===== src/rtl/types_pkg.sv =====
// Shared ALU types: decoder op encoding, serial ALU FSM states and op helpers.
package types_pkg;

  typedef enum logic [3:0] {
    ALU_ADD  = 4'd0,
    ALU_SUB  = 4'd1,
    ALU_SLL  = 4'd2,
    ALU_SLT  = 4'd3,
    ALU_SLTU = 4'd4,
    ALU_XOR  = 4'd5,
    ALU_SRL  = 4'd6,
    ALU_SRA  = 4'd7,
    ALU_OR   = 4'd8,
    ALU_AND  = 4'd9
  } aluop_e;

  typedef enum logic [1:0] {
    ALU_IDLE  = 2'd0,
    ALU_SHIFT = 2'd1,
    ALU_DONE  = 2'd2
  } alu_state_e;

  function automatic logic is_shift_op(aluop_e op);
    return (op == ALU_SLL) || (op == ALU_SRL) || (op == ALU_SRA);
  endfunction

endpackage


===== src/rtl/serial_shift_alu_if.sv =====
// Request/response bundle between the execute stage and the serial ALU.
interface serial_shift_alu_if #(parameter int XLEN = 32) ();
  import types_pkg::*;

  logic            flush;
  logic            in_valid;
  logic            in_ready;
  aluop_e          alu_ctrl;
  logic            shift;
  logic [XLEN-1:0] src_a;
  logic [XLEN-1:0] src_b;
  logic            out_valid;
  logic            out_ready;
  logic [XLEN-1:0] result;
  logic            zero;

  modport master (
    output flush, in_valid, alu_ctrl, shift, src_a, src_b, out_ready,
    input  in_ready, out_valid, result, zero
  );

  modport slave (
    input  flush, in_valid, alu_ctrl, shift, src_a, src_b, out_ready,
    output in_ready, out_valid, result, zero
  );

endinterface


===== src/rtl/serial_shift_alu_comb.sv =====
// Purely combinational non-shift ALU datapath; shift encodings fall back to ADD.
module alu_comb
  import types_pkg::*;
#(
  parameter int XLEN = 32
) (
  input  aluop_e          alu_ctrl,
  input  logic [XLEN-1:0] a,
  input  logic [XLEN-1:0] b,
  output logic [XLEN-1:0] y
);

  always_comb begin
    y = a + b;
    case (alu_ctrl)
      ALU_SUB:  y = a - b;
      ALU_SLT:  y = {{(XLEN-1){1'b0}}, ($signed(a) < $signed(b))};
      ALU_SLTU: y = {{(XLEN-1){1'b0}}, (a < b)};
      ALU_XOR:  y = a ^ b;
      ALU_OR:   y = a | b;
      ALU_AND:  y = a & b;
      default:  y = a + b;
    endcase
  end

endmodule


===== src/rtl/serial_shift_alu.sv =====
// Execute-stage ALU: one-cycle registered non-shift ops, one-bit-per-cycle shifts,
// result returned over a valid/ready handshake.
//
// state     | meaning
// ALU_IDLE  | no result held, ready for a request
// ALU_SHIFT | serial shift in flight, cnt_q bits still to go
// ALU_DONE  | result/zero valid and held until out_ready
module serial_shift_alu
  import types_pkg::*;
#(
  parameter int XLEN = 32,
  parameter int SHW  = $clog2(XLEN)
) (
  input logic               clk,
  input logic               rst_n,
  serial_shift_alu_if.slave bus
);

  alu_state_e      state_q, state_d;
  logic [XLEN-1:0] acc_q, acc_shifted;
  logic [XLEN-1:0] result_q, comb_y, accept_y;
  logic [SHW-1:0]  cnt_q, shamt;
  aluop_e          op_q;
  logic            zero_q;
  logic            in_ready_c, accept, req_shift, shift_to_done;
  logic            unused_hint;

  // The decoder hint is redundant with the op decode (it is also raised on branches).
  assign unused_hint = bus.shift;

  assign shamt     = bus.src_b[SHW-1:0];
  assign req_shift = is_shift_op(bus.alu_ctrl);
  assign accept    = bus.in_valid && in_ready_c && !bus.flush;
  assign accept_y  = req_shift ? bus.src_a : comb_y;
  assign shift_to_done = (state_q == ALU_SHIFT) && (cnt_q == SHW'(1));

  alu_comb #(.XLEN(XLEN)) u_alu_comb (
    .alu_ctrl (bus.alu_ctrl),
    .a        (bus.src_a),
    .b        (bus.src_b),
    .y        (comb_y)
  );

  always_ff @(posedge clk) begin
    if (!rst_n) state_q <= ALU_IDLE;
    else        state_q <= state_d;
  end

  always_comb begin
    state_d = state_q;
    case (state_q)
      ALU_IDLE: begin
        if (accept) state_d = (req_shift && shamt != '0) ? ALU_SHIFT : ALU_DONE;
      end
      ALU_SHIFT: begin
        if (cnt_q == SHW'(1)) state_d = ALU_DONE;
      end
      ALU_DONE: begin
        if (accept)             state_d = (req_shift && shamt != '0) ? ALU_SHIFT : ALU_DONE;
        else if (bus.out_ready) state_d = ALU_IDLE;
      end
      default: state_d = ALU_IDLE;
    endcase
    if (bus.flush) state_d = ALU_IDLE;
  end

  always_comb begin
    in_ready_c    = (state_q == ALU_IDLE) || ((state_q == ALU_DONE) && bus.out_ready);
    bus.in_ready  = in_ready_c;
    bus.out_valid = (state_q == ALU_DONE);
    bus.result    = result_q;
    bus.zero      = zero_q;
  end

  always_comb begin
    case (op_q)
      ALU_SLL: acc_shifted = {acc_q[XLEN-2:0], 1'b0};
      ALU_SRA: acc_shifted = {acc_q[XLEN-1], acc_q[XLEN-1:1]};
      default: acc_shifted = {1'b0, acc_q[XLEN-1:1]};
    endcase
  end

  // result_q only moves when a new result is produced, so it stays put under backpressure and flush.
  always_ff @(posedge clk) begin
    if (!rst_n) begin
      acc_q    <= '0;
      cnt_q    <= '0;
      op_q     <= ALU_ADD;
      result_q <= '0;
      zero_q   <= 1'b1;
    end else if (accept) begin
      op_q  <= bus.alu_ctrl;
      acc_q <= bus.src_a;
      cnt_q <= req_shift ? shamt : '0;
      if (!req_shift || shamt == '0) begin
        result_q <= accept_y;
        zero_q   <= (accept_y == '0);
      end
    end else if (state_q == ALU_SHIFT && !bus.flush) begin
      acc_q <= acc_shifted;
      cnt_q <= cnt_q - SHW'(1);
      if (shift_to_done) begin
        result_q <= acc_shifted;
        zero_q   <= (acc_shifted == '0);
      end
    end
  end

endmodule


===== src/flat_wrapper.sv =====
// flat-port wrapper written by rule: the top's interface ports become plain ports
module serial_shift_alu_flat import types_pkg::*;
#(
  parameter int XLEN = 32,
  parameter int SHW  = $clog2(XLEN)
)
  (clk, rst_n, bus_flush, bus_in_valid, bus_alu_ctrl, bus_shift, bus_src_a, bus_src_b, bus_out_ready, bus_in_ready, bus_out_valid, bus_result, bus_zero);
  serial_shift_alu_if #(.XLEN(XLEN)) bus_i ();
  input logic clk;
  input logic rst_n;
  input wire logic [$bits(bus_i.flush)-1:0] bus_flush;
  input wire logic [$bits(bus_i.in_valid)-1:0] bus_in_valid;
  input wire logic [$bits(bus_i.alu_ctrl)-1:0] bus_alu_ctrl;
  input wire logic [$bits(bus_i.shift)-1:0] bus_shift;
  input wire logic [$bits(bus_i.src_a)-1:0] bus_src_a;
  input wire logic [$bits(bus_i.src_b)-1:0] bus_src_b;
  input wire logic [$bits(bus_i.out_ready)-1:0] bus_out_ready;
  output wire logic [$bits(bus_i.in_ready)-1:0] bus_in_ready;
  output wire logic [$bits(bus_i.out_valid)-1:0] bus_out_valid;
  output wire logic [$bits(bus_i.result)-1:0] bus_result;
  output wire logic [$bits(bus_i.zero)-1:0] bus_zero;
  assign bus_i.flush = bus_flush;
  assign bus_i.in_valid = bus_in_valid;
  assign bus_i.alu_ctrl = bus_alu_ctrl;
  assign bus_i.shift = bus_shift;
  assign bus_i.src_a = bus_src_a;
  assign bus_i.src_b = bus_src_b;
  assign bus_i.out_ready = bus_out_ready;
  assign bus_in_ready = bus_i.in_ready;
  assign bus_out_valid = bus_i.out_valid;
  assign bus_result = bus_i.result;
  assign bus_zero = bus_i.zero;
  serial_shift_alu #(.XLEN(XLEN), .SHW(SHW)) u_core (.clk(clk), .rst_n(rst_n), .bus(bus_i));
endmodule

===== config.mk =====
export PLATFORM = sky130hd
export DESIGN_NAME = serial_shift_alu_flat
export DESIGN_NICKNAME = d
export VERILOG_FILES = /design/src/rtl/types_pkg.sv /design/src/rtl/serial_shift_alu_if.sv /design/src/rtl/serial_shift_alu_comb.sv /design/src/rtl/serial_shift_alu.sv /design/src/flat_wrapper.sv
export SDC_FILE = /design/constraint.sdc
export NUM_CORES = 1
export LEC_CHECK = 0
export CAP_MARGIN = 20
export CORE_AREA = 2 2 182 184
export DETAILED_ROUTE_END_ITERATION = 6
export DIE_AREA = 0 0 184 186
export SLEW_MARGIN = 10
export SYNTH_ARGS = -nofsm -noshare
export SYNTH_HDL_FRONTEND = slang
export SYNTH_HIERARCHICAL = 1
export SYNTH_SLANG_ARGS = --single-unit

===== constraint.sdc =====
create_clock -name clk -period 4.25 [get_ports clk]
set_clock_uncertainty 0.05 [all_clocks]
set_input_delay 0.425 -clock clk [delete_from_list [all_inputs] [get_ports clk]]
set_output_delay 0.425 -clock clk [all_outputs]
set_load 0.005 [all_outputs]

== Yosys cells after proc, flatten, opt, wreduce, memory -nomap -nowiden ==
Index checks and enable logic that the tools add are counted.
W data, S select, Z words.
Word-level totals
  bits in read-only memories: 0
  register bits after elaboration: 76
  memories: 0
  word-level logic and storage cells: 77
  bits of input ports: 74
  bits in writable memories: 0
  latch bits: 0
  output and inout port bits: 35
Operators by class
  $lt $le $gt $ge: 2
  add/subtract/negate cells: 3
  shift-type cells: 0
  equal/unequal tests: 18
  bitwise operators: 4
  div/mod/pow operators: 0
  reductions and logical operators: 22
  mux-type cells: 22
  multipliers: 0
Operators with widths (number)
  $mux W32: 7
  $pmux W32 S6: 1
  $logic_not A32 Y1: 2
  $lt A32 B32 Y1: 2
  $pmux W32 S2: 1
  $add A32 B32 Y32: 1
  $and A32 B32 Y32: 1
  $or A32 B32 Y32: 1
  $sub A32 B32 Y32: 1
  $xor A32 B32 Y32: 1
  $eq A4 B3 Y1 const B: 5
  $mux W5: 3
  $eq A4 B2 Y1 const B: 3
  $mux W2: 5
  $eq A4 B4 Y1 const B: 2
  $logic_and A1 B1 Y1: 6
  $pmux W2 S3: 1
  $reduce_and A3 Y1: 2
  $eq A5 B1 Y1 const B: 1
  $logic_not A5 Y1: 1
  $reduce_bool A5 Y1: 1
  $sub A5 B1 Y5 const B: 1
  $eq A4 B1 Y1 const B: 1
  $logic_or A1 B1 Y1: 4
  11 further kinds: 17

== Logic depth before layout (Yosys ltp) ==
Gate-level depths: netlist of run 1.
  depth after elaboration: 7
  gate-level depth with buffers: 18
  depth with buffers taken out: 18

== Hierarchy ==
The synthesis of run 1 kept the hierarchy.
Modules (own cells, without submodules)
  alu_comb: seq. area each 0.0 um^2, times used 1, area an instance 5196.2 um^2, cells each 806
  serial_shift_alu: seq. area each 1521.5 um^2, times used 1, area an instance 4404.2 um^2, cells each 630

== Least setup slack after synthesis of run 1 ==
OpenSTA, ideal clock, no wires.
  kind: in2reg
  from: input port bus_src_a[11]
  to: register u_core.zero_q, in the netlist u_core/bus.zero
  stages: 16
  data required time: 4.122 ns
  buffers on the path: 1
  setup slack: 0.409 ns
  arrival time: 3.713 ns
  path through: inv_1 > ha_1 > buf_6 > or4_4 > or3_1 > o221ai_2 > a211oi_2 > or3_1 > a32oi_1 > nor2_1 > a211o_1 > nor4_1 > nand4_1 > nor4_1 > o2111ai_1 > a32oi_1
On the way
  word-level cells in the longest chain between the ends: 6
  elaborated cells between the ends (all ways): 12
  classes of those cells: add/sub: 2; order compare: 2; mux: 4; bitwise: 3; reduce/logical: 1
RTL lines
  start: declaration: RTL line flat_wrapper.sv:15  | input wire logic [$bits(bus_i.src_a)-1:0] bus_src_a;
  $add A32 B32 Y32 / $sub A32 B32 Y32 (equally long branches)
  $pmux W32 S6 *: RTL line serial_shift_alu_comb.sv:15  | case (alu_ctrl)
  via u_core.comb_y[17]: RTL line serial_shift_alu.sv:21  | logic [XLEN-1:0] result_q, comb_y, accept_y;
  $mux W32 *: RTL line serial_shift_alu.sv:34  | assign accept_y = req_shift ? bus.src_a : comb_y;
  $logic_not A32 Y1 *: RTL line serial_shift_alu.sv:97  | zero_q <= (accept_y == '0);
  $mux W1 *: RTL line serial_shift_alu.sv:95  | if (!req_shift || shamt == '0) begin
  $mux W1 *: RTL line serial_shift_alu.sv:91  | end else if (accept) begin
  end signal: assignment: RTL line serial_shift_alu.sv:97
  end signal: assignment: RTL line serial_shift_alu.sv:104  | zero_q <= (acc_shifted == '0);
  end: declaration: RTL line serial_shift_alu.sv:24  | logic zero_q;
The timed path passes the listed nets; every way through them passes the cells marked *. The select of a mux whose other input is x is not followed.
A chain may end at the register's enable or synchronous reset.

== Final worst setup path of run 1 ==
  from: input port bus_src_a[5]
  to: register u_core.zero_q, in the netlist u_core/bus.zero
The elaborated chain is that of the path after synthesis.

==> results of run 1 <==
## final cells by class
class	instances	area (um^2)	share of cell area
Clock buffer	10	239	0.0179
Inverter	107	404	0.0302
Clock inverter	4	73.8	0.00552
Multi-Input combinational cell	1153	7750	0.580
Sequential cell	76	1520	0.114
Timing Repair Buffer	336	2870	0.214
Tap cell	408	510	0.0382
## cell usage after synthesis (5+ instances only)
library cell	number	area [um^2]
a211o_1	9	78.8
a211oi_1	9	67.6
a21o_1	19	143
a21oi_1	160	801
a221o_1	14	140
a311o_1	32	320
a31oi_1	7	43.8
and2_1	12	75.1
and3_1	37	231
buf_1	6	22.5
buf_2	10	50.1
buf_6	6	67.6
clkbuf_1	75	282
dfxtp_1	76	1520
ha_1	98	1230
inv_1	106	398
mux2i_1	6	60.1
nand2_1	246	923
nand2b_1	22	138
nand3_1	27	135
nand4_1	8	50.1
nor2_1	126	473
nor2b_1	8	50.1
nor3_1	30	150
nor3b_1	7	52.6
nor4_1	23	144
o211ai_1	17	128
o21a_1	12	90.1
o21ai_0	47	235
o21bai_1	8	60.1
o221ai_1	11	96.3
o22ai_1	6	37.5
o31a_1	5	43.8
o31ai_1	12	90.1
or2_2	5	31.3
or3_1	41	257
or4_1	9	67.6
## report_power, final
| part | internal, mW | switching (mW) | leakage (nW) |
|---|---|---|---|
| registers | 0.738 | 0.0269 | 0.617 |
| logic | 0.682 | 0.848 | 4.88 |
| clock network | 0.525 | 0.320 | 0.155 |
## per-stage QoR
step	hold slack, ns	cell area (um^2)	util	worst slack (ns)
2_1_floorplan	0.399	9600	-	0.409
3_3_place_gp	0.397	12400	0.385	-0.617
3_5_place_dp	0.399	12400	0.385	-0.664
4_1_cts	0.407	13000	0.403	0.0252
5_1_grt	0.430	13400	0.415	-0.0395
6_report	0.404	13400	0.415	0.111
## sequential cells by signal, indices dropped and copies added (netlist names)
signal / flops
u_core/bus.result: 32
u_core/op_q: 4
u_core/cnt_q: 5
u_core/bus.zero: 1
u_core/state_q: 2
u_core/acc_q: 32
## cells by family after synthesis
group	after synthesis	synth area share
XOR/XNOR	3	0.00274
adder cells (fa/ha/maj)	100	0.132
buffers and inverters	207	0.0881
AND/OR/NAND/NOR	616	0.304
flip-flops	76	0.158
multiplexers	6	0.00626
AO/OA/AOI/OAI	428	0.308
## how the worst max path moves through the flow
stage                             start         endpoint  slack (ns)  depth (start not counted)
after floorplan           bus_src_a[11]  u_core/bus.zero        0.41                         16
after global placement     bus_src_a[0]  u_core/bus.zero       -0.62                         19
after detailed placement   bus_src_a[1]  u_core/bus.zero       -0.66                         16
after CTS                 bus_src_a[14]  u_core/bus.zero        0.03                         17
after global routing      bus_src_b[16]  u_core/bus.zero       -0.04                         17
final                      bus_src_a[5]  u_core/bus.zero        0.11                         17
## what timing repair did
item,4_1_cts,5_1_grt
resized for setup,59,82
setup endpoints to repair,5,8
endpoints found under the hold margin,0,0
pin swaps,28,40
setup buffers,12,10
## layer usage
layer	global-route usage	up-vias
li1	-	5619
met1	0.304	5665
met2	0.388	520
met3	0.0364	112
met4	0.112	0
met5	0	-
## worst max-delay path, delay by kind of cell
| family | cells | cell delay (ns) |
|---|---|---|
| compound gates | 9 | 1.92 |
| fa+ha+maj | 1 | 0.19 |
| buf+inv | 3 | 0.59 |
| mux | 1 | 0.16 |
| simple gates | 3 | 1.08 |
==> metrics.txt, run 1 <==
Slew Viols, Final=0; first-pass GRT wire length=63.2 mm; Worst-Skew Late Latency=0.34 ns; vias in the first global route=~11000; post-DP HPWL=approximately 31 mm; most common cell after layout, fill and taps aside=nand2_1; Mapped Cells=1436; syn nets=1610; DRT Wirelength=41.4 mm; final setup fails=0; Worst Reg2Reg Path Length in Cells=5; commonest non-fill, non-tap cells in the layout=245 x nand2_1, 218 x buf_4, 149 x a21oi_1, 125 x nor2_1, 92 x inv_1; critical path's largest stage delay=0.54 ns; placed cell count=2058; Power Total=around 3.1 mW; nets=1857; Critical Path End Type=register; R2R Setup Slk=1.54 ns; die area=34200 um^2; post-DR wirelength/cell=between 15 and 20 um; Final Critical Period=4.14 ns; global route overflow=0; P_leak=approximately 5.7 nW; max cap viols=0; Hold Path Stages=2; die width=184 um; CP startpoint kind=input port; CTS Buffer Depth=2; TritonCTS Buffers=9; vias per cell=~5.7; CP max stage cell=or4_4; hold endpoint=u_core/bus.result[29]; Fill cells=~3400; pwr/cell area=235 nW/um^2; met2 WL=around 19 mm; Routed Antenna Nets=0; floorplan core area=32200 um^2; vias=11900; routability congestion estimate=0.977; clock slew at reported path FFs=about 0.070 ns; Async S/R FF share, synth=0; die height=~190 um; WS Path Type=in -> reg; worst r2r src=u_core/state_q[1]; Max-slew headroom=0.271; IO Pins=109; sequential area share after synthesis=0.158; IR Drop Worst-Case VDD=~0.00017 V; crit share post-route=0.974; Post-synth EDFFs=0; hold crit path type=reg -> reg; status=completed; worst-margin pin slew=1.09 ns; starting density of the core=0.298; initial antenna violation count=0; DRC errors left=0; # rows=66; Area Growth Syn to Fin=39.2%; H-tree depth=3; synth unique cells=80; clock sinks=76; CP Data Arrival Time=approximately 4.4 ns; Avg Cell Area, Syn=around 6.7 um^2; CP max FO=5; M1 WL=17.7 mm; worst-path cell chain=dlygate4sd2_1 > buf_6 > ha_2 > nor2b_1 > or4_1 > o21a_1 > a211oi_4 > buf_4 > o311ai_4 > a31oi_1 > o211ai_1 > mux2i_1 > o21ai_1 > or4_4 > o41ai_4 > o2111ai_1 > a32oi_1; final cell count without fillers=2094; highest metal used=met4; Max Freq=0.242 GHz; Worst Path Required=4.47 ns; TritonCTS clock tree=done; hold_buf cts=0; R2R Path End=u_core/acc_q[4]; port bufs=107; largest net degree at the start of global routing=67; setup TNS=0 ns; Seq cells post-synth=76; HP Start=u_core/bus.result[29]; GRT Resource Usage Total=0.236; Synth Warn #=6; clock root buffer=clkbuf_16; drt pass-1 iters=6; share of cells above drive strength 1=0.209; Initial DRC Count=about 1300; post-synthesis cell area=9600 um^2; met3 wire len=about 2.9 mm; ys flop type=dfxtp_1; # diodes=0; final hold vios=0
Note: power is estimated with default switching activity, not from simulation.
==> run 2: changes to the inputs <==
--- a/config.mk
+++ b/config.mk
@@ -9,6 +9,7 @@
 export CORE_AREA = 2 2 182 184
 export DETAILED_ROUTE_END_ITERATION = 6
 export DIE_AREA = 0 0 184 186
+export REMOVE_ABC_BUFFERS = 1
 export SLEW_MARGIN = 10
 export SYNTH_ARGS = -nofsm -noshare
 export SYNTH_HDL_FRONTEND = slang
==> constraint.sdc (replaced) <==
create_clock -name clk -period 4.25 [get_ports clk]
set_clock_uncertainty 0.05 [all_clocks]
set_input_delay 0.425 -clock clk [delete_from_list [all_inputs] [get_ports clk]]
set_output_delay 0.425 -clock clk [all_outputs]
set_load 0.1 [all_outputs]
==> run 2 against run 1 <==
- the flow now finishes with violations (negative setup slack)
- first-iteration DRC count down 2.8%
- clock-buffer cell count rose by 2
- sequential share of layout area increased by 0.17 points
- flip-flop and latch count unchanged
- cell area decreased by 1.5%
- maximum frequency down 2.9%
- combinational power hardly changed
- core utilization decreased by 0.61 points
- clock power fell by 6.3%
- register-to-register slack barely moved
- via count fell by 0.91%
- critical endpoint unchanged
- largest power group unchanged
- highest routed layer unchanged
==> metrics.txt, run 2 (synthesis gave the netlist of run 1 again) <==
DP Area=~12000 um^2; worst-path cell chain=clkdlybuf4s50_1 > inv_2 > buf_4 > ha_1 > nor2b_1 > or4_1 > o21a_2 > buf_4 > a211o_1 > a31oi_4 > o31ai_1 > a21oi_1 > a21oi_1 > or3_1 > nor2_1 > buf_4 > nand4_1 > nor4_2 > o2111ai_1 > a32oi_1; part of the power in combinational logic=0.495; die width=roughly 180 um; Power Total=3.08 mW; Slew Viols, Final=0; Final Critical Period=~4.3 ns; crit share post-route=1.00; Fill cells=approximately 3400; Initial DRC Count=1233; share of cells above drive strength 1=0.191; most common cell after layout, fill and taps aside=nand2_1; CP max FO=3; starting density of the core=0.298; CP max stage cell=clkdlybuf4s50_1; CP startpoint kind=input port; Area Growth Syn to Fin=37.2%; max cap viols=0; hold_buf cts=0; GRT Resource Usage Total=0.236; # rows=66; first-pass GRT wire length=roughly 63 mm; Psw=1.23 mW; vias in the first global route=11500; TritonCTS Buffers=9; worst-margin pin slew=1.01 ns; RSZ-0062 raised after global routing=true; WS Path Type=in -> reg; Hold Path Stages=2; hold crit path type=reg -> reg; worst slack at placement=-0.837 ns; H-tree depth=3; die height=186 um; post-DR wirelength/cell=19.3 um; HP Start=u_core/bus.result[3]; multi-input logic area=around 7600 um^2; # diodes=0; R2R Path End=u_core/bus.result[18]; nets=1861; Max Freq=0.235 GHz; CP Data Arrival Time=between 4 and 5 ns; crit path from=bus_src_b[5]; initial antenna violation count=0; drt pass-1 iters=6; Max-slew headroom=0.326; final cell count without fillers=2100; Worst-Skew Late Latency=0.36 ns; final setup fails=1; failing checks=negative setup slack; register area=1520 um^2; hold endpoint=u_core/bus.result[3]; port bufs=107; die area=between 30000 and 40000 um^2; IO Pins=109; status=complete, but fails checks; setup slack after layout=-0.0137 ns; placed cell count=2073; Critical Path End Type=register; Net Sw Frac=0.399; Final Util=0.409; vias=11800; CP bufs+invs=5; IR Drop Worst-Case VDD=0.000201 V; vias per cell=5.62; clock slew at reported path FFs=0.06 ns; post-DP HPWL=30.4 mm; pwr/cell area=234 nW/um^2; TritonCTS clock tree=done; Crit path max-delay family=compound AO/OA/AOI/OAI gates; critical path's largest stage delay=approximately 0.50 ns; CP most frequent cell=buf_4; DRC errors left=0; Final Instance Area=13200 um^2; Worst Path Required=4.48 ns; DRT Wirelength=between 40 and 50 mm; final hold slack=0.402 ns; worst r2r src=u_core/state_q[0]; routability congestion estimate=0.933; clock root buffer=clkbuf_16; final hold vios=0; Flop pwr share=0.248; floorplan core area=approximately 32000 um^2; commonest non-fill, non-tap cells in the layout=245 x nand2_1, 227 x buf_4, 156 x a21oi_1, 124 x nor2_1; R2R Setup Slk=approximately 1.6 ns; setup TNS=-0.0137 ns; Worst Reg2Reg Path Length in Cells=6; Clock power frac=0.257; clock sinks=76; CTS Buffer Depth=2; P_leak=5.54 nW; largest net degree at the start of global routing=67; Routed Antenna Nets=0; internal power=1.85 mW; global route overflow=0
-- run 2: changes by cell type in the layout (fill, tap and decap cells not counted), moves of 5 or more --
cell	previous run	this run
clkdlybuf4s50_1	80	96
ha_1	79	90
buf_4	218	227
a21oi_1	149	156
dlymetal6s2s_1	9	2
ha_2	6	0
a21oi_2	9	4
ha_4	13	8
-- run 2: final cells by class --
| type | instances | share of cell area |
|---|---|---|
| inverter | 107 | 0.0305 |
| multi-input combinational | 1153 | 0.575 |
| tap | 408 | 0.0388 |
| timing repair buffer | 340 | 0.218 |
| clock buffer | 12 | 0.0180 |
| clock inverter | 4 | 0.00380 |
| sequential | 76 | 0.116 |
-- run 2: power groups by stage --
stage	sequential [mW]	combinational [mW]	clock [mW]
finish	0.764	1.52	0.792
global route	0.767	1.65	0.845
CTS	0.763	1.45	0.817
detailed placement	0.779	1.42	0
global placement	0.779	1.41	0
floorplan	0.818	0.719	0
-- run 2: worst max-delay path by stage --
stage                                      end  slack, ns  depth (start not counted)
after floorplan           u_core/bus.result[0]      -1.47                          5
after global placement         u_core/bus.zero      -0.77                         20
after detailed placement       u_core/bus.zero      -0.84                         20
after CTS                      u_core/bus.zero      0.002                         16
after global routing           u_core/bus.zero      -0.18                         20
final                          u_core/bus.zero      -0.01                         20
-- run 2: layer usage --
| metal | routed length, um | GRT usage | vias up |
|---|---|---|---|
| met4 | 1150 | 0.0742 | 0 |
| met3 | 2760 | 0.0354 | 86 |
| met1 | 18100 | 0.312 | 5594 |
| met5 | 0 | 0 | - |
| li1 | - | - | 5626 |
| met2 | 18500 | 0.394 | 501 |
-- run 2: what timing repair did --
item / in CTS / in global routing
buffers inserted: 3 / 7
setup endpoints to repair: 4 / 7
resized for setup: 42 / 34
pin swaps: 23 / 15
-- run 2: worst reg2reg max path, delay by kind of cell (launching register included) --
family | cells | cell delay, ns
compound gates | 4 | 1.56
buf+inv | 1 | 0.32
flops | 1 | 0.54
simple gates | 1 | 0.16
